### config.mk
export PLATFORM = sky130hd
export DESIGN_NAME = bg_scroll_addr_gen
export DESIGN_NICKNAME = d
export VERILOG_FILES = /design/src/rtl/bg_pkg.sv /design/src/rtl/bg_wrap_counter.sv /design/src/rtl/bg_scroll_addr_gen.sv
export SDC_FILE = /design/constraint.sdc
export NUM_CORES = 1
export LEC_CHECK = 0
export CAP_MARGIN = 30
export CORE_UTILIZATION = 35
export CTS_CLUSTER_SIZE = 8
export DETAILED_ROUTE_END_ITERATION = 6
export SETUP_SLACK_MARGIN = 0.02
export SYNTH_ARGS = -nofsm -noshare
export SYNTH_HDL_FRONTEND = slang
export SYNTH_SLANG_ARGS = --single-unit
export TNS_END_PERCENT = 50
### constraint.sdc
create_clock -name Clk -period 8.9 [get_ports Clk]
set_input_delay 1.335 -clock Clk [delete_from_list [all_inputs] [get_ports Clk]]
set_output_delay 1.335 -clock Clk [all_outputs]
set_load 0.1 [all_outputs]
### src/rtl/bg_pkg.sv
// bg_pkg: shared types and helpers for the background scroll address generator.
//   bg_state_t   - line-walk FSM states
//   BG_ADDR_W    - byte address width into the packed-nibble image
//   BG_COL_W     - column / row / scroll counter width
//   bg_wrap_add  - cur + signed 4-bit step, folded back into [0, modulus)
package bg_pkg;
  localparam int BG_ADDR_W = 23;
  localparam int BG_COL_W  = 10;

  typedef enum logic [1:0] {
    WAIT_FRAME,
    WAIT_LINE,
    LINE
  } bg_state_t;

  // The step magnitude (<= 8) is far below any sane modulus, so a single
  // correction in either direction is always enough.
  function automatic logic [BG_COL_W-1:0] bg_wrap_add(
    input logic [BG_COL_W-1:0] cur,
    input logic [3:0]          step,
    input logic [BG_COL_W-1:0] modulus
  );
    logic [BG_COL_W+1:0] s;
    s = {2'b00, cur} + {{(BG_COL_W-2){step[3]}}, step};
    if (s[BG_COL_W+1])
      s = s + {2'b00, modulus};
    else if (s >= {2'b00, modulus})
      s = s - {2'b00, modulus};
    return s[BG_COL_W-1:0];
  endfunction
endpackage

### src/rtl/bg_wrap_counter.sv
// bg_wrap_counter: loadable up-counter with modulus; counts 0..MOD-1 and wraps.
//   Clk, reset  - clock, synchronous active-high reset (count -> 0)
//   load        - load load_val (has priority over en)
//   load_val    - value to load
//   en          - advance by one, MOD-1 wraps to 0
//   count_nxt   - value the counter takes at the next edge; the parent
//                 registers its own outputs from this so they line up with
//                 the counter instead of lagging it by a cycle
module bg_wrap_counter
  import bg_pkg::*;
#(
  parameter int W   = BG_COL_W,
  parameter int MOD = 640
) (
  input  logic         Clk,
  input  logic         reset,
  input  logic         load,
  input  logic [W-1:0] load_val,
  input  logic         en,
  output logic [W-1:0] count_nxt
);
  logic [W-1:0] count;

  always_comb begin
    count_nxt = count;
    if (load)
      count_nxt = load_val;
    else if (en)
      count_nxt = (count == W'(MOD-1)) ? '0 : count + 1'b1;
  end

  always_ff @(posedge Clk) begin
    if (reset) count <= '0;
    else       count <= count_nxt;
  end
endmodule

### src/rtl/bg_scroll_addr_gen.sv
// bg_scroll_addr_gen: byte read address into a packed-nibble background image
// (two pixels per byte, even pixel in the high nibble) for the current screen
// pixel, with per-frame horizontal scroll and wrap-around. Row base advances
// by IMG_W/2 per line, so no multiplier.
//   Clk, reset     - clock, synchronous active-high reset
//   frame_start    - frame pulse: applies scroll_step, rewinds to row 0
//   line_start     - line pulse: loads col from scroll_x, advances row
//   pix_en         - advance one pixel (only honoured while walking a line)
//   scroll_step    - signed horizontal scroll delta
//   read_address   - registered byte address to the fetcher
//   nibble_hi      - 1 = high nibble (even column)
//   addr_valid     - registered: walking a visible line
//   scroll_x       - current horizontal scroll
// Optional: define BG_VSCROLL_EN to add scroll_step_y / scroll_y vertical
// scroll; the first row's base is then built by repeated addition while
// waiting for the first line.
module bg_scroll_addr_gen
  import bg_pkg::*;
#(
  parameter int                   IMG_W     = 640,
  parameter int                   IMG_H     = 480,
  parameter int                   LINE_PIX  = 640,
  parameter logic [BG_ADDR_W-1:0] BASE_ADDR = 23'h0
) (
  input  logic                 Clk,
  input  logic                 reset,
  input  logic                 frame_start,
  input  logic                 line_start,
  input  logic                 pix_en,
  input  logic [3:0]           scroll_step,
`ifdef BG_VSCROLL_EN
  input  logic [3:0]           scroll_step_y,
  output logic [8:0]           scroll_y,
`endif
  output logic [BG_ADDR_W-1:0] read_address,
  output logic                 nibble_hi,
  output logic                 addr_valid,
  output logic [BG_COL_W-1:0]  scroll_x
);
  localparam int                   PC_W   = $clog2(LINE_PIX + 1);
  localparam logic [BG_ADDR_W-1:0] HALF_W = BG_ADDR_W'(IMG_W / 2);

  bg_state_t             state, state_nxt;
  logic [BG_COL_W-1:0]   scroll_x_nxt, col_nxt, row_nxt, row_init;
  logic [BG_ADDR_W-1:0]  row_base, rb_nxt;
  logic [PC_W-1:0]       pix_cnt;
  logic                  first_line, first_eff, ls_go, pix_go, pix_last;

  // Frame handling is resolved first, so a coincident line_start sees the
  // new scroll and a freshly set first-line flag.
  assign scroll_x_nxt = frame_start ? bg_wrap_add(scroll_x, scroll_step, BG_COL_W'(IMG_W))
                                    : scroll_x;
  assign first_eff    = frame_start | first_line;
  assign ls_go        = line_start & (frame_start | (state != WAIT_FRAME));
  assign pix_go       = pix_en & (state == LINE) & ~ls_go & ~frame_start;
  assign pix_last     = (pix_cnt == PC_W'(LINE_PIX - 1));

`ifdef BG_VSCROLL_EN
  logic [8:0] scroll_y_nxt, vs_cnt;
  assign scroll_y_nxt = frame_start
    ? 9'(bg_wrap_add({1'b0, scroll_y}, scroll_step_y, BG_COL_W'(IMG_H)))
    : scroll_y;
  assign row_init     = {1'b0, scroll_y_nxt};

  // Rows still to add into row_base before the first line of the frame.
  always_ff @(posedge Clk) begin
    if (reset) begin
      scroll_y <= '0;
      vs_cnt   <= '0;
    end else begin
      scroll_y <= scroll_y_nxt;
      if (frame_start)
        vs_cnt <= scroll_y_nxt;
      else if (state == WAIT_LINE && vs_cnt != '0)
        vs_cnt <= vs_cnt - 1'b1;
    end
  end
`else
  assign row_init = '0;
`endif

  bg_wrap_counter #(.W(BG_COL_W), .MOD(IMG_W)) u_col (
    .Clk      (Clk),
    .reset    (reset),
    .load     (ls_go),
    .load_val (scroll_x_nxt),
    .en       (pix_go),
    .count_nxt(col_nxt)
  );

  bg_wrap_counter #(.W(BG_COL_W), .MOD(IMG_H)) u_row (
    .Clk      (Clk),
    .reset    (reset),
    .load     (frame_start),
    .load_val (row_init),
    .en       (ls_go & ~first_eff),
    .count_nxt(row_nxt)
  );

  // row_nxt == 0 on an advancing line_start means the row just wrapped.
  always_comb begin
    rb_nxt = row_base;
    if (frame_start)
      rb_nxt = BASE_ADDR;
    else if (ls_go && !first_line)
      rb_nxt = (row_nxt == '0) ? BASE_ADDR : row_base + HALF_W;
`ifdef BG_VSCROLL_EN
    else if (state == WAIT_LINE && vs_cnt != '0)
      rb_nxt = row_base + HALF_W;
`endif
  end

  always_comb begin
    state_nxt = state;
    if (frame_start)
      state_nxt = WAIT_LINE;
    if (ls_go)
      state_nxt = LINE;
    else if (pix_go && pix_last)
      state_nxt = WAIT_LINE;
  end

  always_ff @(posedge Clk) begin
    if (reset) state <= WAIT_FRAME;
    else       state <= state_nxt;
  end

  always_ff @(posedge Clk) begin
    if (reset) begin
      scroll_x     <= '0;
      first_line   <= 1'b0;
      pix_cnt      <= '0;
      row_base     <= '0;
      read_address <= '0;
      nibble_hi    <= 1'b1;
      addr_valid   <= 1'b0;
    end else begin
      scroll_x <= scroll_x_nxt;
      if (ls_go)
        first_line <= 1'b0;
      else if (frame_start)
        first_line <= 1'b1;
      if (ls_go)
        pix_cnt <= '0;
      else if (pix_go)
        pix_cnt <= pix_cnt + 1'b1;
      row_base     <= rb_nxt;
      read_address <= rb_nxt + {{(BG_ADDR_W-BG_COL_W+1){1'b0}}, col_nxt[BG_COL_W-1:1]};
      nibble_hi    <= ~col_nxt[0];
      addr_valid   <= (state_nxt == LINE);
    end
  end
endmodule

Word level (Yosys, flattened, before mapping) --
Index checks and enable logic that the tools add are counted.
Cells by class: add/subtract/negate cells 8, order comparisons 1, equality and inequality tests 5, muxes and demuxes 15, bitwise logic cells 11, reduce and logical (&&, ||, !) cells 6
Operator list (number):
- $mux W10 | 9
- $mux W23 | 3
- $add A10 B1 Y10 const B | 3
- $add A23 B9 Y23 | 1
- $add A23 B9 Y23 const B | 1
- $eq A10 B10 Y1 const B | 2
- $add A11 B4 Y12 | 1
- $ge A12 B10 Y1 const B | 1
- $add A10 B10 Y10 const B | 1
- $eq A10 B9 Y1 const B | 1
- $logic_not A10 Y1 | 1
- $sub A10 B10 Y10 const B | 1
- $mux W2 | 3
- $and A1 B1 Y1 | 5
- $eq A2 B2 Y1 const B | 2
- $not A1 Y1 | 4
- $logic_and A1 B1 Y1 | 2
- $or A1 B1 Y1 | 2
- $reduce_bool A2 Y1 | 1
- $reduce_or A2 Y1 | 1
- $logic_not A1 Y1 | 1
Storage, ports and cells: bits in registers 91, input bits 9, output and inout bits 35, logic and storage cells 56

Logic depth before layout (Yosys ltp) --
Gate-level depths: netlist (run 1).
depth in word-level cells 11, depth in mapped cells 23, depth with buffers taken out 23

Cells and area by module --
From an unflattened synthesis (run 1), not the netlist that was laid out.
Second synthesis, totals: cells, all modules 635, area, all modules 5382.7 um^2
Modules (own cells, without submodules):
- bg_scroll_addr_gen | times used 1, cells each 475, area an instance 4077.7 um^2, seq. area each 1421.4 um^2
- bg_wrap_counter at u_row | times used 1, cells each 81, area an instance 659.4 um^2, seq. area each 200.2 um^2
- bg_wrap_counter at u_col | times used 1, cells each 79, area an instance 645.6 um^2, seq. area each 200.2 um^2

Worst setup path after synthesis (run 1) --
OpenSTA, ideal clock, no wires.
path kind input -> register, start input scroll_step[0], end register read_address[17], data arrival time 5.898 ns, required time 8.813 ns, setup slack 2.915 ns, cell stages on the path 20, path buffers 0, cells stage by stage ha_1 -> fa_1 -> a21o_1 -> a21oi_1 -> o21ai_0 -> a31oi_1 -> xor2_1 -> ha_1 -> nand2b_1 -> a2111o_1 -> o311a_1 -> a311oi_1 -> a41o_1 -> o32ai_1 -> ha_1 -> nand2_1 -> o31a_1 -> or4b_1 -> or3_1 -> o31ai_1
Between the ends: cells in the longest elaborated chain, start to end 7, elaborated cells on any way between the ends 9, classes of those cells 4 x add/sub; 1 x order compare; 4 x mux
RTL lines:
- start: declaration | RTL line bg_scroll_addr_gen.sv:30 | input logic [3:0] scroll_step,
- $add A11 B4 Y12 * | RTL line bg_pkg.sv:24 | s = {2'b00, cur} + {{(BG_COL_W-2){step[3]}}, step};
- $sub A10 B10 Y10 or $ge A12 B10 Y1 (tied branches) | RTL line bg_pkg.sv:28, bg_pkg.sv:27
- $mux W10 | RTL line bg_pkg.sv:27 | else if (s >= {2'b00, modulus})
- $mux W10 * | RTL line bg_pkg.sv:25 | if (s[BG_COL_W+1])
- $mux W10 * | RTL line bg_scroll_addr_gen.sv:51 | assign scroll_x_nxt = frame_start ? bg_wrap_add(scroll_x, scroll_step, BG_COL_W'(IMG_W))
- $mux W10 * | RTL line bg_wrap_counter.sv:26 | if (load)
- via col_nxt[9] | RTL line bg_scroll_addr_gen.sv:44 | logic [BG_COL_W-1:0] scroll_x_nxt, col_nxt, row_nxt, row_init;
- $add A23 B9 Y23 * | RTL line bg_scroll_addr_gen.sv:148 | read_address <= rb_nxt + {{(BG_ADDR_W-BG_COL_W+1){1'b0}}, col_nxt[BG_COL_W-1:1]};
- end signal: assignment | RTL line bg_scroll_addr_gen.sv:148
- end: declaration | RTL line bg_scroll_addr_gen.sv:35 | output logic [BG_ADDR_W-1:0] read_address,
Mark *: on every way through the listed nets, which the timed path passes. The rest lies on a longest branch. A chain may end at the register's enable or synchronous reset.

Worst setup path in the final report (run 1) --
start input scroll_step[3], end register read_address[17]
The elaborated chain is that of the path after synthesis.

==> qor.yml, run 1 <==
synth_fp_nets: 665
critPathKind: "in -> reg"
final_core_util: 0.4228
synth_seq_area_share: 0.3460
portBuffers: 43
final_nets: 701
dieArea_um2: 15540
route.vias.total: 4599
tightestPinTransition_ns: 0.9714
fmax_ghz: 0.1488
finalCritPeriodShare: 0.7550
drtAntennaViolNets: 0
wl_mm: 12.74
syn_inst: 628
track_usage: 0.1689
place_congestion: 0.8679
finalHoldWorstSlack_ns: 0.4742
leakagePower_uw: 0.002266
dp.cells: 837
synth_async_sr_flop_share: 0
ctsRootBufferMaster: "clkbuf_16"
fin_worst_skew_ns: 0.01254
endpoint_kind: "flop"
arrival_ns: 6.98
power.total_uw: 1218
synth_top_area_share: 0.3460
fp-row-count: 44
drive_above_1_share: 0.05381
cap_viol_max_count: 0
clkSlewWorstSetupHoldPaths_ns: 0.07
drc: 0
hold_buffers: 0
tns_ns: 0
vias_per_cell: 5.392
powerDensity_nw_per_um2: 197.5
clkSinkCount: 91
finalCriticalPeriod_ns: 6.719
path_max_fanout: 17
relSlewSlack: 0.3504
finalSetupViolations: 0
yosysMostFrequentCell: "dfxtp_1"
post_drt_wl_per_cell_um: 14.93
post-cts-setup-buffer-count: 0
die_x_um: 124.7
syn2layout_area_growth_pct: 17.16
grt_pass1_wl_mm: 21.41
drt-pass1-iter-count: 4
hold_viol: 0
netlist-cell-type-count: 77
gr-total-overflow: 0
status: "finished clean"
synth_area_leaders: "dfxtp_1 35%, ha_1 6.2%, nor2_1 5.6%"
cts_resized: 0
cts_tree: "built"
dp_hpwl_mm: 9.570
final-instance-count-excl-fill: 853
rsz0062_at_grt: "false"
cts_made_buffers: 9
crit_required_ns: 9.16
start_util: 0.3609
hp-class: "reg -> reg"
clk_latency_ns: 0.36
rrSetupSlack_ns: 3.30
synth-main-ff-cell: "dfxtp_1"
ir_drop_mv: 0.1087
synth_edf_count: 0
ctsLongestPathBuffers: 2
grt_max_degree: 42
ys_warn_count: 0
yosysTopAreaCell: "dfxtp_1"
worst_setup_path_start_kind: "primary input"
core_area_um2: 14590
ios: 44
drv_slew: 0
antenna_found_initial: 0
synth-seq-cells: 91
cts_max_level: 3
die_y_um: 124.7
synth_area_um2: 5265
drt_iter0_markers: 272
synth.avg_cell_area_um2: 8.384
antenna_cells: 0
grt_pass1_vias: 4518
synth_common_cells: "91 x dfxtp_1, 79 x nor2_1, 44 x nand2_1, 32 x nand3_1, 31 x nor3_1"
==> critical path, cell delays in order <==
cell and delay [ns]:
clkdlybuf4s50_1 0.84, ha_1 0.39, and2_1 0.21, a221oi_2 0.28, a21boi_0 0.20, a21oi_1 0.21
xnor2_1 0.15, inv_1 0.15, ha_1 0.18, nand2b_1 0.06, a2111o_1 0.40, o311a_1 0.12
a311oi_1 0.29, a41o_1 0.19, o32ai_1 0.13, ha_1 0.39, nand2_1 0.09, o31a_1 0.26
or4b_1 0.54, or3_1 0.32, o31ai_1 0.24
==> state kept, by name, indices dropped and copies added, names as in the netlist <==
name / count
scroll_x: 10
first_line: 1
nibble_hi: 1
u_row.count: 10
addr_valid: 1
row_base: 23
read_address: 23
state: 2
u_col.count: 10
pix_cnt: 10
==> placed cells by master, fill, tap and decap left out, types with 3 or more instances in the layout <==
| master | Yosys | layout |
|---|---|---|
| ha_1 | 26 | 26 |
| clkinv_2 | 0 | 3 |
| clkdlybuf4s50_1 | 0 | 43 |
| nor4_1 | 8 | 8 |
| nor2b_1 | 7 | 7 |
| o22ai_1 | 3 | 3 |
| and3_1 | 11 | 11 |
| a21oi_1 | 28 | 28 |
| o31a_1 | 5 | 5 |
| nor3_1 | 31 | 31 |
| a211oi_1 | 9 | 9 |
| o31ai_1 | 4 | 4 |
| a21o_1 | 7 | 7 |
| inv_1 | 20 | 20 |
| nand2b_1 | 7 | 7 |
| nor3_2 | 4 | 4 |
| clkbuf_16 | 0 | 9 |
| a32oi_1 | 3 | 3 |
| buf_4 | 0 | 3 |
| dfxtp_1 | 91 | 91 |
| and4_1 | 6 | 6 |
| or4_1 | 3 | 3 |
| xor2_1 | 28 | 28 |
| a31oi_1 | 6 | 6 |
| and2_1 | 19 | 19 |
| nand2_1 | 44 | 44 |
| nand4_1 | 9 | 9 |
| xnor2_1 | 26 | 26 |
| nor2_1 | 79 | 79 |
| mux2i_1 | 6 | 6 |
| o21ai_0 | 16 | 16 |
| nand3_1 | 32 | 32 |
| or3_1 | 10 | 10 |
==> per-layer routing <==
| metal | part of all wire | GRT usage |
|---|---|---|
| met3 | 0.043 | 0.03522 |
| met1 | 0.47 | 0.2182 |
| met2 | 0.47 | 0.2749 |
| met5 | 0 | 0 |
| met4 | 0.020 | 0.06378 |
==> path summary, 6_finish.rpt <==
| check | cells after the start | start | endpoint |
|---|---|---|---|
| worst min-delay path | 1 | row_base[0] | row_base[0] |
| worst max-delay path | 21 | scroll_step[3] | read_address[17] |
| worst min register to register | 1 | row_base[0] | row_base[0] |
| worst max register to register | 17 | u_row.count[0] | read_address[17] |
==> stage by stage <==
| step | instance area (µm²) | setup slack [ns] |
|---|---|---|
| final | 6168 | 2.181 |
| after global routing | 6168 | 1.699 |
| after detailed placement | 5852 | 1.857 |
| after CTS | 6168 | 2.214 |
| after floorplan | 5265 | 2.915 |
| after global placement | 5852 | 2.023 |
==> report_power, final <==
part	total, µW	switching, µW	internal, µW
Sequential	444	16.5	428
Clock	412	166	245
Combinational	362	248	114
Total	1220	431	788
==> cell families (layout without fill, tap and decap cells) <==
logic type	count (synthesis)	in the layout	synth area share
flops	91	91	0.3460
simple gates	285	285	0.2788
xor+xnor	54	54	0.08983
buf+inv	42	83	0.03327
compound gates	120	120	0.1671
fa+ha+maj	28	28	0.06939
mux	8	8	0.01568
==> cell type report <==
type,instances,area (µm²)
clock buffers,9,225.2
fillers,1419,8421
clock inverters,7,91.34
repair buffers,46,452.9
well taps,184,230.2
flip-flops and latches,91,1822
inverters,21,78.83
multi-input cells,495,3268
Note: power is estimated with default switching activity, not from simulation.
==> inputs of run 2 (changes only) <==
Clock period 8.9 ns to 6.85 ns, I/O delays scaled along.
==> run 2 against run 1 <==
Register-to-register slack worse by 1.9 ns. Largest power group unchanged. Non-clock buffer count is 3 higher. Clock power grew 35%. Critical endpoint unchanged. First-iteration DRC count is 8.8% higher. Sequential share of layout area fell by 0.18 points. Count of clock-buffer cells in the layout increased by 1. Global-route usage grew 0.075 points.
==> qor.yml, run 2 (same netlist as run 1, synthesis figures left out) <==
status: "finished clean"
post_drt_wl_per_cell_um: 14.89
cts_resized: 0
route.vias.total: 4688
met2WireLength_mm: 5.910
endpoint_kind: "flop"
cpMaxStageDelayCell: "or4b_1"
wl_met3_um: 409
dp.cells: 840
hold_viol: 0
rsz0062_at_grt: "false"
finalCriticalPeriod_ns: 6.226
track_usage: 0.1696
reg2reg_to: "read_address[17]"
finalSetupViolations: 0
power.total_uw: 1608
hold_buffers: 0
place_congestion: 0.8933
ir_drop_mv: 0.1339
ctsRootBufferMaster: "clkbuf_16"
syn2layout_area_growth_pct: 17.89
die_x_um: 124.7
clkSlewWorstSetupHoldPaths_ns: 0.07
tightestPinTransition_ns: 0.9868
cts_made_buffers: 9
top_layer: "met4"
path_max_fanout: 4
drv_slew: 0
cts_max_level: 3
vias_per_cell: 5.477
fmax_ghz: 0.1606
worst_setup_path_start_kind: "primary input"
max_stage_delay_ns: 0.54
drt-pass1-iter-count: 5
wl_mm: 12.75
drtAntennaViolNets: 0
drt_iter0_markers: 296
post-cts-setup-buffer-count: 0
dieArea_um2: 15540
fin_worst_skew_ns: 0.01121
grt_pass1_vias: 4569
met1Wirelength_mm: 6.198
antenna_found_initial: 0
arrival_ns: 6.48
finalCritPeriodShare: 0.9089
path_buf_inv: 1
dp_hpwl_mm: 9.468
crit_path_end: "read_address[17]"
cp.depth: 21
reg_top3: "read_address (23), row_base (23)"
relSlewSlack: 0.3401
die_y_um: 124.7
critPathTopFamily: "compound AO/OA/AOI/OAI gates"
hp-class: "reg -> reg"
final-instance-count-excl-fill: 856
antenna_cells: 0
leakagePower_uw: 0.002286
cts_tree: "built"
core_area_um2: 14590
cp_common_cell: "ha_1"
start_util: 0.3609
gr-total-overflow: 0
final_nets: 704
rrSetupSlack_ns: 1.42
cap_viol_max_count: 0
clk_latency_ns: 0.35
powerDensity_nw_per_um2: 259.1
ios: 44
crit_required_ns: 7.11
final_cell_mix: "91 x dfxtp_1, 79 x nor2_1, 44 x nand2_1, 43 x clkdlybuf4s50_1, 32 x nand3_1"
reg2reg_depth: 20
portBuffers: 43
crit_start: "scroll_step[0]"
tns_ns: 0
fp-row-count: 44
critPathKind: "in -> reg"
clkSinkCount: 91
drc: 0
grt_pass1_wl_mm: 21.58
ctsLongestPathBuffers: 2
rr_startpoint: "scroll_x[0]"
layout_commonest_cell: "dfxtp_1"
crit_chain: "clkdlybuf4s50_1, ha_1, fa_1, a21o_1, a21oi_1, o21ai_0, a31oi_1, xor2_1, ha_1, nand2b_1, a2111o_1, o311a_1, a311oi_1, a41o_1, o32ai_1, ha_1, nand2_1, o31a_1, or4b_1, or3_1, o31ai_1"
grt_max_degree: 42
drive_above_1_share: 0.05804
[run 2: changes by cell type in the layout (fill, tap and decap cells not counted), sizes merged]
cell,delta
inv,+2
buf,+3
clkbuf,+1
clkinv,-3
[run 2: how the worst min path moves through the flow]
stage	slack [ns]	cells after the start	end	start
final	0.48	1	row_base[2]	row_base[2]
after global routing	0.50	1	row_base[2]	row_base[2]
after CTS	0.48	1	row_base[5]	row_base[5]
after detailed placement	0.46	1	row_base[5]	row_base[5]
after global placement	0.46	1	row_base[5]	row_base[5]
after floorplan	0.44	1	row_base[0]	row_base[0]
[run 2: per-layer routing]
metal	track usage	up-vias
met5	0	-
met4	0.06662	0
met3	0.03608	15
met2	0.2736	89
met1	0.2198	2241
li1	-	2343
[run 2: metrics by stage]
step / hold slack [ns] / cell area [µm²] / setup slack (ns) / utilization
floorplan: 0.4438 / 5265 / 1.173 / -
global placement: 0.4601 / 5874 / 0.3733 / 0.4027
detailed placement: 0.4599 / 5874 / 0.3057 / 0.4027
CTS: 0.4793 / 6207 / 0.6326 / 0.4255
global route: 0.4963 / 6207 / 0.2956 / 0.4255
finish: 0.4757 / 6207 / 0.6240 / 0.4255
[run 2: area by class of cell]
type	instances	area, µm²
Fill cell	1429	8382
Multi-Input combinational cell	495	3268
Sequential cell	91	1822
Timing Repair Buffer	49	475.5
Clock buffer	10	239.0
Tap cell	184	230.2
Clock inverter	6	93.84
Inverter	21	78.83
[run 2: power breakdown]
group,internal [µW],switching [µW],leakage [µW]
Sequential,556,20.4,0.000739
Clock,334,223,0.000160
Combinational,150,324,0.00139
[run 2: worst reg2reg max path, stage by stage (launching register included)]
cell and delay [ns]:
dfxtp_1 0.33, ha_1 0.20, fa_1 0.40, a21o_1 0.19, a21oi_1 0.24, o21ai_0 0.19, a31oi_1 0.23, xor2_1 0.30
ha_1 0.22, nand2b_1 0.06, a2111o_1 0.41, o311a_1 0.13, a311oi_1 0.28, a41o_1 0.19, o32ai_1 0.12, ha_1 0.40
nand2_1 0.09, o31a_1 0.27, or4b_1 0.54, or3_1 0.31, o31ai_1 0.24
